<file path="config.mk">
export PLATFORM = sky130hd
export DESIGN_NAME = seq_alu_mc
export DESIGN_NICKNAME = d
export VERILOG_FILES = /design/src/rtl/seq_alu_mc.sv
export SDC_FILE = /design/constraint.sdc
export NUM_CORES = 1
export LEC_CHECK = 0
export CORE_MARGIN = 2
export CORE_UTILIZATION = 54
export CTS_BUF_LIST = sky130_fd_sc_hd__clkbuf_4
export DETAILED_ROUTE_END_ITERATION = 12
export PLACE_DENSITY = 0.79
export SLEW_MARGIN = 15
export SYNTH_ARGS = -nofsm -noshare
export SYNTH_HDL_FRONTEND = slang
export SYNTH_SLANG_ARGS = --single-unit
export TNS_END_PERCENT = 20
</file>
<file path="constraint.sdc">
create_clock -name clk -period 2.7 [get_ports clk]
set_input_delay 0.27 -clock clk [delete_from_list [all_inputs] [get_ports clk]]
set_output_delay 0.27 -clock clk [all_outputs]
set_load 0.02 [all_outputs]
</file>
<file path="src/rtl/seq_alu_mc.sv">
// Sequential ALU: single-cycle push/add/sub and an ALU_W-cycle radix-2 shift-add multiplier,
// with optional saturation and an overflow flag qualified by o_valid.
module seq_alu_mc #(
    parameter int ALU_W = 8,
    parameter int IM_W  = 4,
    parameter int SAT   = 0
) (
    input  logic             clk,
    input  logic             rst,
    input  logic [ALU_W-1:0] i_data_a,
    input  logic [ALU_W-1:0] i_data_b,
    input  logic [1:0]       i_op,
    input  logic [IM_W-1:0]  i_const,
    input  logic             i_valid,
    output logic             o_ready,
    output logic [ALU_W-1:0] o_data,
    output logic             o_valid,
    output logic             o_ovf
);

    typedef enum logic [1:0] {
        OP_PUSH = 2'b00,
        OP_ADD  = 2'b01,
        OP_MULT = 2'b10,
        OP_SUB  = 2'b11
    } op_e;

    typedef enum logic {
        IDLE = 1'b0,
        MUL  = 1'b1
    } state_e;

    localparam int              CNT_W = $clog2(ALU_W);
    localparam logic [CNT_W-1:0] LAST = CNT_W'(ALU_W - 1);

    state_e state_q, state_d;
    op_e    op;
    logic   accept;

    logic [2*ALU_W-1:0] acc, mcand, prod_next;
    logic [ALU_W-1:0]   mplier;
    logic [CNT_W-1:0]   cnt;
    logic               mul_last;
    logic               mul_ovf;
    logic [ALU_W-1:0]   mul_res;

    logic [ALU_W:0]     add_full, sub_full;
    logic [ALU_W-1:0]   alu_res;
    logic               alu_ovf;

    assign op       = op_e'(i_op);
    assign o_ready  = (state_q == IDLE);
    assign accept   = i_valid && o_ready;
    assign mul_last = (state_q == MUL) && (cnt == LAST);

    // Final iteration folds in the last partial product so the result registers on the same edge.
    assign prod_next = acc + (mplier[0] ? mcand : '0);
    assign mul_ovf   = |prod_next[2*ALU_W-1:ALU_W];
    assign mul_res   = (SAT != 0 && mul_ovf) ? '1 : prod_next[ALU_W-1:0];

    // NOTE: every always_comb output gets a default first, otherwise an unassigned path infers a latch.
    always_comb begin
        add_full = {1'b0, i_data_a} + {1'b0, i_data_b};
        sub_full = {1'b0, i_data_a} - {1'b0, i_data_b};
        alu_res  = '0;
        alu_ovf  = 1'b0;
        case (op)
            OP_PUSH: begin
                alu_res = {i_data_a[ALU_W-IM_W-1:0], i_const};
                alu_ovf = |i_data_a[ALU_W-1 -: IM_W];
            end
            OP_ADD: begin
                alu_ovf = add_full[ALU_W];
                alu_res = (SAT != 0 && alu_ovf) ? '1 : add_full[ALU_W-1:0];
            end
            OP_SUB: begin
                alu_ovf = sub_full[ALU_W];
                alu_res = (SAT != 0 && alu_ovf) ? '0 : sub_full[ALU_W-1:0];
            end
            default: ;
        endcase
    end

    always_comb begin
        state_d = state_q;
        case (state_q)
            IDLE:    if (accept && op == OP_MULT) state_d = MUL;
            MUL:     if (cnt == LAST) state_d = IDLE;
            default: state_d = IDLE;
        endcase
    end

    // NOTE: sequential state uses non-blocking assignments so every register samples pre-edge values.
    always_ff @(posedge clk) begin
        if (!rst) begin
            state_q <= IDLE;
            o_data  <= '0;
            o_valid <= 1'b0;
            o_ovf   <= 1'b0;
        end else begin
            state_q <= state_d;
            o_valid <= 1'b0;
            if (accept && op != OP_MULT) begin
                o_data  <= alu_res;
                o_ovf   <= alu_ovf;
                o_valid <= 1'b1;
            end else if (mul_last) begin
                o_data  <= mul_res;
                o_ovf   <= mul_ovf;
                o_valid <= 1'b1;
            end
        end
    end

    // NOTE: multiplier datapath has no reset; it is always loaded on accept before being read.
    always_ff @(posedge clk) begin
        if (accept && op == OP_MULT) begin
            acc    <= '0;
            mcand  <= {{ALU_W{1'b0}}, i_data_a};
            mplier <= i_data_b;
            cnt    <= '0;
        end else if (state_q == MUL) begin
            acc    <= prod_next;
            mcand  <= mcand << 1;
            mplier <= mplier >> 1;
            cnt    <= cnt + CNT_W'(1);
        end
    end

endmodule

</file>
==> results.py, run 1 <==
metrics = {
    "die": {
        "core_region_area_mm2": 0.00642,
        "die-height_um": 86.2,
        "floorplan.initialDensity_pct": 56.8,
        "die_area_mm2": 0.00743,
        "fp-row-count": 29,
        "io_pins": 36,
        "fp.dieW_um": 86.2,
    },
    "sta": {
        "finalClockSkew_ns": 0.0123,
        "final.setup.tns_ns": -0.318,
        "final_critical_path_required_period_ns": 2.84,
        "setup_repair_after_global_routing_missed_its_margin": "yes",
        "report.final.setup_viol": 3,
        "slew_viol_final": 0,
        "max-slew-margin-rel_pct": 58.3,
        "final.setup.worst_slack_ns": -0.139,
        "layout_worst_path_cycle_share_pct": 105,
        "report.final.hold_viol_count": 0,
        "tightestPinTransition_ns": 0.624,
        "max_freq_mhz": 352,
    },
    "place": {
        "numPortBuffers": 35,
        "post_dp_cell_area_mm2": 0.00434,
        "preCtsSetupSlack_ns": -0.430,
        "place.detailed.hpwl_um": 7030,
        "place_congestion": 0.994,
    },
    "clocking": {
        "clock-sinks": 54,
        "worst_setup_hold_path_clk_slew_ns": 0.16,
        "worst_skew_pair.late_latency_ns": 0.38,
        "h-tree-depth": 2,
        "hold_buffers_post_cts": 0,
        "cts-buffers-inserted": 5,
        "cts-root-buf": "clkbuf_4",
        "tritoncts": "done",
        "max-clock-path-buffers": 2,
    },
    "power_and_ir_drop": {
        "power.net_switching_mw": 0.814,
        "cellLeakagePower_nw": 1.96,
        "seqPwrFrac_pct": 42.7,
        "power_report.internal_total_mw": 1.60,
        "pwr-share-comb_pct": 37.7,
        "p_per_area_mw_per_mm2": 531,
        "sw_share_pct": 33.7,
        "irDropWorstVdd_v": 0.000309,
        "share_clk_of_total_power_pct": 19.6,
    },
    "logic_synthesis": {
        "synth_enable_flop_cells": 16,
        "yosys.area.top_type": "dfxtp_1",
        "yosys_most_used_dff": "dfxtp_1",
        "post_synth_main_area_contributors": "dfxtp_1 21%, edfxtp_1 13%, ha_1 11%",
        "synthesis.area_mm2": 0.00365,
        "netlist_instances": 448,
        "async_reset_ff_share_pct": 0,
        "synth-seq-area-share_pct": 34.0,
        "syn_avg_cell_area_um2": 8.14,
        "synth_cell_type_count": 51,
        "synth.top_cells.by_count": "90 x nand2_1, 40 x o21ai_0, 38 x dfxtp_1",
        "synth_warnings": 0,
        "yosys.cell_count.top_type": "nand2_1",
        "syn-num-nets": 509,
        "post-synth-top-area-fraction_pct": 20.9,
        "yosys_register_bits": 54,
    },
    "min_path": {
        "holdPathStages": 2,
        "whs_endpoint": "acc[5]",
        "timing.hold.worst.start": "acc[5]",
        "hold_class": "reg2reg",
    },
    "finish": {
        "postLayoutCellArea_mm2": 0.00455,
        "finish.net_count": 576,
        "areaGrowthSynthToFinish_pct": 24.8,
        "util_after_layout_pct": 70.9,
        "antennaDiodeCount": 0,
        "post_route_cells_drive_above_1_share_pct": 13.6,
    },
    "critical_path": {
        "worst_ep_arrival_time_ns": 3.12,
        "critical-path-slowest-cell": "edfxtp_1",
        "cp-start-kind": "flip-flop",
        "reg2reg_from": "mplier[0]",
        "end_kind": "flip-flop",
        "worstPathCellList": "buf_6, and2_1, ha_1, buf_4, a21oi_1, nor2b_1, nor2_1, o211ai_1, buf_4, a221o_1, a31oi_4, xnor2_2, a41oi_2",
        "r2r_worst_path_depth": 13,
        "critPathRequiredTime_ns": 2.98,
        "crit_fanout": 14,
        "crit-reg2reg-capture": "o_ovf",
        "critPathMaxStageDelay_ns": 0.45,
        "critical-path-top-cell-by-count": "buf_4",
        "r2r_slack_ns": -0.14,
        "criticalPathCategory": "reg2reg",
    },
    "drt": {
        "drt.antenna.violating_nets": 0,
        "average_vias_per_placed_instance": 5.87,
        "firstDrtPassIters": 5,
        "drc_errors": 0,
        "route.vias.total": 3479,
        "violation_count_after_the_first_detailed_route_iteration": 229,
        "drt_wl_total_um": 9270,
        "post_drt_wl_per_cell_um": 15.6,
    },
    "grt": {
        "antenna_violations_before_repair": 0,
        "first_global_vias": 3344,
        "grt_max_degree": 41,
        "grt_first_pass_wirelength_um": 15400,
        "grt_overflow": 0,
        "globalRouteTotalUtil_pct": 25.9,
    },
    "run_status": {
        "status": "finished with violations",
        "violations": "setup timing",
    },
    "job": {
        "drv_cap": 0,
    },
}
## cell families (layout without fill, tap and decap cells)
group	Yosys count	after routing	synth area share, %
DFF	54	54	34.0
AOI/OAI and AO/OA	122	122	22.0
buffers and inverters	39	107	4.02
xor gates and xnor gates	19	19	4.56
and+or+nand+nor	172	172	20.7
muxes	6	6	1.72
adders and majority gates	36	36	13.0
## area by class of cell
| type | count | area [um2] |
|---|---|---|
| clock buffers | 7 | 52.6 |
| flip-flops and latches | 54 | 1240 |
| repair buffers | 77 | 682 |
| multi-input cells | 355 | 2370 |
| well taps | 77 | 96.3 |
| inverters | 22 | 82.6 |
| fillers | 493 | 1870 |
| clock inverters | 1 | 30.0 |
## cells in the final DEF (no fill, tap or decap), types with 3 or more instances in the layout
cell              n
xnor2_1          12
a21o_1            5
clkdlybuf4s50_1  35
nand3_1           6
and2_1           15
dfxtp_1          38
o22ai_1           4
nor3_1            5
nand2b_1          4
o21ai_0          39
nor2_1           33
a31oi_1           3
a211oi_1          5
ha_1             31
a21oi_1          21
clkbuf_4          7
nor2b_1           6
inv_1            22
o21a_1            6
buf_4            40
a221oi_1          3
mux2i_1           4
edfxtp_1         16
o31ai_1           6
nand2_1          90
xor2_1            5
a311oi_1          3
## worst max-delay path by stage
stage | start | to | slack (ns)
global placement | i_data_a[0] | o_ovf | -0.30
detailed placement | i_data_a[0] | o_ovf | -0.43
global route | mplier[0] | o_ovf | -0.27
floorplan | mplier[0] | o_ovf | -0.19
CTS | mplier[0] | o_ovf | -0.07
finish | mplier[0] | o_ovf | -0.14
## routing by layer
layer  vias to the layer above  share of wire [%]  GRT usage, %
li1                       1716                  -             -
met1                      1639                 47          35.4
met2                       113                 46          43.2
met3                        11                5.5          3.90
met4                         0                1.3          6.68
met5                         -                  0             0
## registers in the layout, summed over array words and instances (netlist names)
register / flops
cnt: 3
o_valid: 1
o_data: 8
acc: 16
o_ovf: 1
state_q: 1
mcand: 16
mplier: 8
## through the flow
| stage | std cells | hold slack (ns) | power [mW] |
|---|---|---|---|
| 3_5_place_dp | 582 | 0.455 | 1.88 |
| 3_3_place_gp | 582 | 0.446 | 1.86 |
| 5_1_grt | 593 | 0.504 | 2.56 |
| 4_1_cts | 592 | 0.477 | 2.37 |
| 6_report | 593 | 0.474 | 2.42 |
| 2_1_floorplan | 448 | 0.389 | 1.56 |
## critical path, delay by kind of cell, from the launching register on
family / cells / cell delay, ns
flip-flops: 1 / 0.45
buffers and inverters: 3 / 0.48
AND/OR/NAND/NOR: 3 / 0.38
XOR/XNOR: 1 / 0.16
AO/OA/AOI/OAI: 5 / 0.97
adder cells (fa/ha/maj): 1 / 0.28
## power by group through the flow
stage | sequential (mW) | combinational [mW] | clock (mW)
after floorplan | 1.04 | 0.522 | 0
after global placement | 1.04 | 0.817 | 0
after detailed placement | 1.04 | 0.840 | 0
after CTS | 1.03 | 0.866 | 0.478
after global routing | 1.04 | 1.01 | 0.510
final | 1.03 | 0.910 | 0.473
## what timing repair did
action                                  in CTS  in global routing
setup buffers                                2                  1
endpoints found under the setup margin       4                  9
pin swaps                                    5                  9
resized for setup                            5                 14
(Power assumes the default switching activity.)
==> run 2, diff against run 1 <==
Settings changed: CAP_MARGIN from default to 40.
Clock period 2.7 ns to 2.35 ns, I/O delays scaled along.
==> run 2 against run 1 <==
  * The run still ends with setup timing left
  * Critical path depth is 2 lower
  * Cell count is 7.6% higher
  * Sequential cell count stayed put
  * Sequential power is 16% higher
==> results.py, run 2 (synthesized netlist as in run 1, its figures left out) <==
metrics = {
    "finish": {
        "multi_input_gate_area_mm2": 0.00237,
        "antennaDiodeCount": 0,
        "post_route_cells_drive_above_1_share_pct": 20.9,
        "ff_latch_area_mm2": 0.00124,
        "nFillCells": 477,
        "final_cell_count_no_fill": 638,
        "reg.largest.list": "acc (16), mcand (16)",
        "final_common_cell": "nand2_1",
        "finish.net_count": 621,
        "areaGrowthSynthToFinish_pct": 33.8,
        "most_frequent_cells_in_the_layout": "90 x nand2_1, 86 x buf_4, 38 x dfxtp_1",
        "postLayoutCellArea_mm2": 0.00488,
    },
    "grt": {
        "antenna_violations_before_repair": 0,
        "globalRouteTotalUtil_pct": 27.8,
        "grt_overflow": 0,
        "first_global_vias": 3630,
        "grt_first_pass_wirelength_um": 16600,
        "grt_max_degree": 26,
    },
    "die": {
        "floorplan.initialDensity_pct": 56.8,
        "core_region_area_mm2": 0.00642,
        "io_pins": 36,
        "fp-row-count": 29,
        "die-height_um": 86.2,
        "fp.dieW_um": 86.2,
        "die_area_mm2": 0.00743,
    },
    "place": {
        "dp_cells": 629,
        "place.detailed.hpwl_um": 7540,
        "post_dp_cell_area_mm2": 0.00468,
        "numPortBuffers": 35,
        "place_congestion": 0.967,
    },
    "sta": {
        "final.setup.worst_slack_ns": -0.499,
        "max-slew-margin-rel_pct": 67.1,
        "final_critical_path_required_period_ns": 2.85,
        "layout_worst_path_cycle_share_pct": 121,
        "tightestPinTransition_ns": 0.491,
        "report.final.setup_viol": 11,
        "finalClockSkew_ns": 0.0206,
        "max_freq_mhz": 351,
        "slew_viol_final": 0,
        "final.setup.tns_ns": -2.99,
        "holdWs_ns": 0.468,
        "report.final.hold_viol_count": 0,
        "setup_repair_after_global_routing_missed_its_margin": "yes",
    },
    "power_and_ir_drop": {
        "cellLeakagePower_nw": 2.18,
        "irDropWorstVdd_v": 0.000309,
        "p_per_area_mw_per_mm2": 594,
    },
    "critical_path": {
        "crit_fanout": 3,
        "critPathMaxStageDelay_ns": 0.45,
        "critical-path-slowest-cell": "edfxtp_1",
        "worst_ep_arrival_time_ns": 3.11,
        "end_kind": "flip-flop",
        "worstPathCellList": "and2_4, ha_4, fa_2, a21o_1, a22o_1, o221a_1, nor4b_2, o31ai_2, a21oi_1, xor2_1, a41oi_1",
        "critPathRequiredTime_ns": 2.61,
        "cp-start-kind": "flip-flop",
        "criticalPathCategory": "reg2reg",
    },
    "clocking": {
        "cts-root-buf": "clkbuf_4",
        "h-tree-depth": 2,
        "cts-buffers-inserted": 5,
        "max-clock-path-buffers": 2,
        "clock-sinks": 54,
        "worst_setup_hold_path_clk_slew_ns": 0.15,
        "tritoncts": "done",
        "worst_skew_pair.late_latency_ns": 0.38,
    },
    "run_status": {
        "violations": "setup timing",
        "status": "finished with violations",
    },
    "job": {
        "drv_cap": 0,
    },
    "drt": {
        "route.vias.total": 3730,
        "post_drt_wl_per_cell_um": 15.7,
        "average_vias_per_placed_instance": 5.85,
        "firstDrtPassIters": 5,
        "drc_errors": 0,
        "violation_count_after_the_first_detailed_route_iteration": 292,
        "drt_wl_total_um": 10000,
        "drt.antenna.violating_nets": 0,
    },
    "min_path": {
        "hold_class": "reg2reg",
    },
}
-- run 2: power breakdown --
part           internal, mW  switching, mW
Sequential             1.10         0.0918
Clock                 0.234          0.289
Combinational         0.596          0.590
-- run 2: worst max-delay path, delay by kind of cell (launching register included) --
family / cells / cell delay, ns
flip-flops: 1 / 0.45
AO/OA/AOI/OAI: 6 / 1.13
AND/OR/NAND/NOR: 2 / 0.47
adder cells (fa/ha/maj): 2 / 0.48
XOR/XNOR: 1 / 0.21
-- run 2: timing repair --
action	4_1_cts	5_1_grt
gates resized for setup	12	12
endpoints found under the hold margin	0	0
pin swaps	11	4
buffers inserted	1	0
cloned	0	0
hold buffers	0	0
endpoints found under the setup margin	12	14
-- run 2: layout make-up --
type | count | share of cell area, %
clock buffers | 6 | 0.923
clock inverters | 2 | 0.692
inverters | 22 | 1.69
multi-input cells | 355 | 48.7
flip-flops and latches | 54 | 25.4
well taps | 77 | 1.97
repair buffers | 122 | 20.6
-- run 2: final timing paths --
kind | from | endpoint | slack, ns | depth (start not counted)
setup reg to reg | mplier[0] | o_ovf | -0.50 | 11
setup / recovery | mplier[0] | o_ovf | -0.50 | 11
hold / removal | acc[10] | acc[10] | 0.47 | 2
hold reg to reg | acc[10] | acc[10] | 0.47 | 2
-- run 2: metal layers --
layer	vias to the layer above	GRT usage, %	share of wire (%)
li1	1804	-	-
met1	1751	37.0	44
met2	151	46.4	48
met3	24	3.90	6.2
met4	0	9.94	2.4
met5	-	0	0
-- run 2: per-stage QoR --
step	setup slack [ns]	utilization [%]	power [mW]
final	-0.499	76.0	2.90
after global routing	-0.586	76.0	3.05
after CTS	-0.370	75.1	2.84
after detailed placement	-0.772	72.8	2.28
after global placement	-0.649	72.8	2.24
after floorplan	-0.542	-	1.80
==> run 3, diff against run 2 <==
Settings changed: GPL_TIMING_DRIVEN from default to 0.
==> run 3 against run 2 <==
  * Critical endpoint unchanged
  * Largest power group unchanged
  * Sequential cell count stayed put
  * The flow still finishes with violations (setup timing)
  * Highest routed layer unchanged
  * Die area stayed put
  * Global-route usage is 1.5 points lower
==> results.py, run 3 (synthesized netlist as in run 1, its figures left out) <==
metrics = {
    "min_path": {
        "hold_class": "reg2reg",
    },
    "sta": {
        "setup_repair_after_global_routing_missed_its_margin": "yes",
        "slew_viol_final": 0,
        "report.final.setup_viol": 13,
        "final_critical_path_required_period_ns": 3.00,
        "holdWs_ns": 0.468,
        "final.setup.tns_ns": -3.64,
        "max-slew-margin-rel_pct": 60.1,
        "layout_worst_path_cycle_share_pct": 128,
        "final.setup.worst_slack_ns": -0.652,
        "max_freq_mhz": 333,
        "finalClockSkew_ns": 0.0139,
        "report.final.hold_viol_count": 0,
        "tightestPinTransition_ns": 0.598,
    },
    "grt": {
        "antenna_violations_before_repair": 0,
        "grt_max_degree": 17,
        "first_global_vias": 3312,
        "grt_first_pass_wirelength_um": 15600,
        "globalRouteTotalUtil_pct": 26.3,
        "grt_overflow": 0,
    },
    "power_and_ir_drop": {
        "total_power_mw": 2.57,
        "irDropWorstVdd_v": 0.000293,
        "cellLeakagePower_nw": 1.79,
        "p_per_area_mw_per_mm2": 593,
    },
    "finish": {
        "postLayoutCellArea_mm2": 0.00433,
        "multi_input_gate_area_mm2": 0.00236,
        "post_route_cells_drive_above_1_share_pct": 7.82,
        "antennaDiodeCount": 0,
        "finish.net_count": 559,
        "areaGrowthSynthToFinish_pct": 18.7,
        "most_frequent_cells_in_the_layout": "90 x nand2_1, 38 x o21ai_0, 38 x dfxtp_1",
        "final_common_cell": "nand2_1",
        "ff_latch_area_mm2": 0.00124,
        "reg.largest.list": "acc (16), mcand (16)",
        "util_after_layout_pct": 67.4,
        "final_cell_count_no_fill": 576,
        "nFillCells": 551,
    },
    "die": {
        "io_pins": 36,
        "floorplan.initialDensity_pct": 56.8,
        "die_area_mm2": 0.00743,
        "core_region_area_mm2": 0.00642,
        "fp.dieW_um": 86.2,
        "fp-row-count": 29,
        "die-height_um": 86.2,
    },
    "critical_path": {
        "cp-start-kind": "flip-flop",
        "worst_ep_arrival_time_ns": 3.26,
        "crit_fanout": 5,
        "criticalPathCategory": "reg2reg",
        "critPathRequiredTime_ns": 2.61,
        "end_kind": "flip-flop",
    },
    "place": {
        "numPortBuffers": 34,
        "dp_cells": 559,
        "place.detailed.hpwl_um": 7150,
        "place_congestion": 0.906,
        "post_dp_cell_area_mm2": 0.00409,
        "preCtsSetupSlack_ns": -1.07,
    },
    "clocking": {
        "cts-buffers-inserted": 5,
        "cts-root-buf": "clkbuf_4",
        "max-clock-path-buffers": 2,
        "clock-sinks": 54,
        "worst_skew_pair.late_latency_ns": 0.38,
        "h-tree-depth": 2,
        "tritoncts": "done",
        "worst_setup_hold_path_clk_slew_ns": 0.15,
        "hold_buffers_post_cts": 0,
    },
    "drt": {
        "average_vias_per_placed_instance": 5.84,
        "post_drt_wl_per_cell_um": 16.2,
        "drt_wl_total_um": 9310,
        "drc_errors": 0,
        "route.vias.total": 3361,
        "firstDrtPassIters": 5,
        "drt.antenna.violating_nets": 0,
        "violation_count_after_the_first_detailed_route_iteration": 218,
    },
    "job": {
        "drv_cap": 0,
    },
    "run_status": {
        "violations": "setup timing",
        "status": "finished with violations",
    },
}
[run 3: changes by cell type in the layout (fill, tap and decap cells not counted), moves of 2 or more]
cell      delta
clkbuf_1    +15
xnor2_2      -3
xnor2_1      +3
o31ai_2      -2
o31ai_1      +2
nor2_1       -2
buf_4       -77
[run 3: cell type report]
| class | instances | share of cell area [%] |
|---|---|---|
| plain buffers | 17 | 1.74 |
| flip-flops and latches | 54 | 28.7 |
| multi-input cells | 355 | 54.7 |
| clock inverters | 2 | 0.318 |
| inverters | 22 | 1.91 |
| clock buffers | 6 | 1.04 |
| repair buffers | 43 | 9.43 |
| well taps | 77 | 2.23 |
[run 3: critical path: stages, from the launching register on]
cell      delay, ns
edfxtp_1       0.43
clkbuf_8       0.17
and2_4         0.14
ha_4           0.16
fa_2           0.39
a21o_1         0.18
a22o_1         0.24
o221a_1        0.26
nor4b_2        0.25
o31ai_1        0.12
a21oi_1        0.19
xor2_1         0.22
a41oi_1        0.15
[run 3: routing by layer]
metal	vias to the layer above	wire, um	GRT usage [%]
li1	1682	-	-
met1	1589	4280	35.2
met2	82	4540	46.1
met3	8	372	2.86
met4	0	117	5.82
met5	-	0	0
[run 3: power by group]
part           leakage [nW]  internal [mW]  total, mW  switching [mW]
logic                  1.29          0.436      0.963           0.527
clock network        0.0356          0.130      0.419           0.289
registers             0.462           1.10       1.18          0.0880
[run 3: worst paths after layout]
kind | start | endpoint | slack [ns] | depth (start not counted)
worst min register to register | acc[10] | acc[10] | 0.47 | 2
worst min-delay path | acc[10] | acc[10] | 0.47 | 2
worst max-delay path | mplier[0] | o_ovf | -0.65 | 12
worst max register to register | mplier[0] | o_ovf | -0.65 | 12
[run 3: repair_timing]
| action | CTS | global route |
|---|---|---|
| pin swaps | 17 | 8 |
| buffers inserted | 5 | 4 |
| endpoints found under the setup margin | 15 | 16 |
| resized for setup | 15 | 9 |
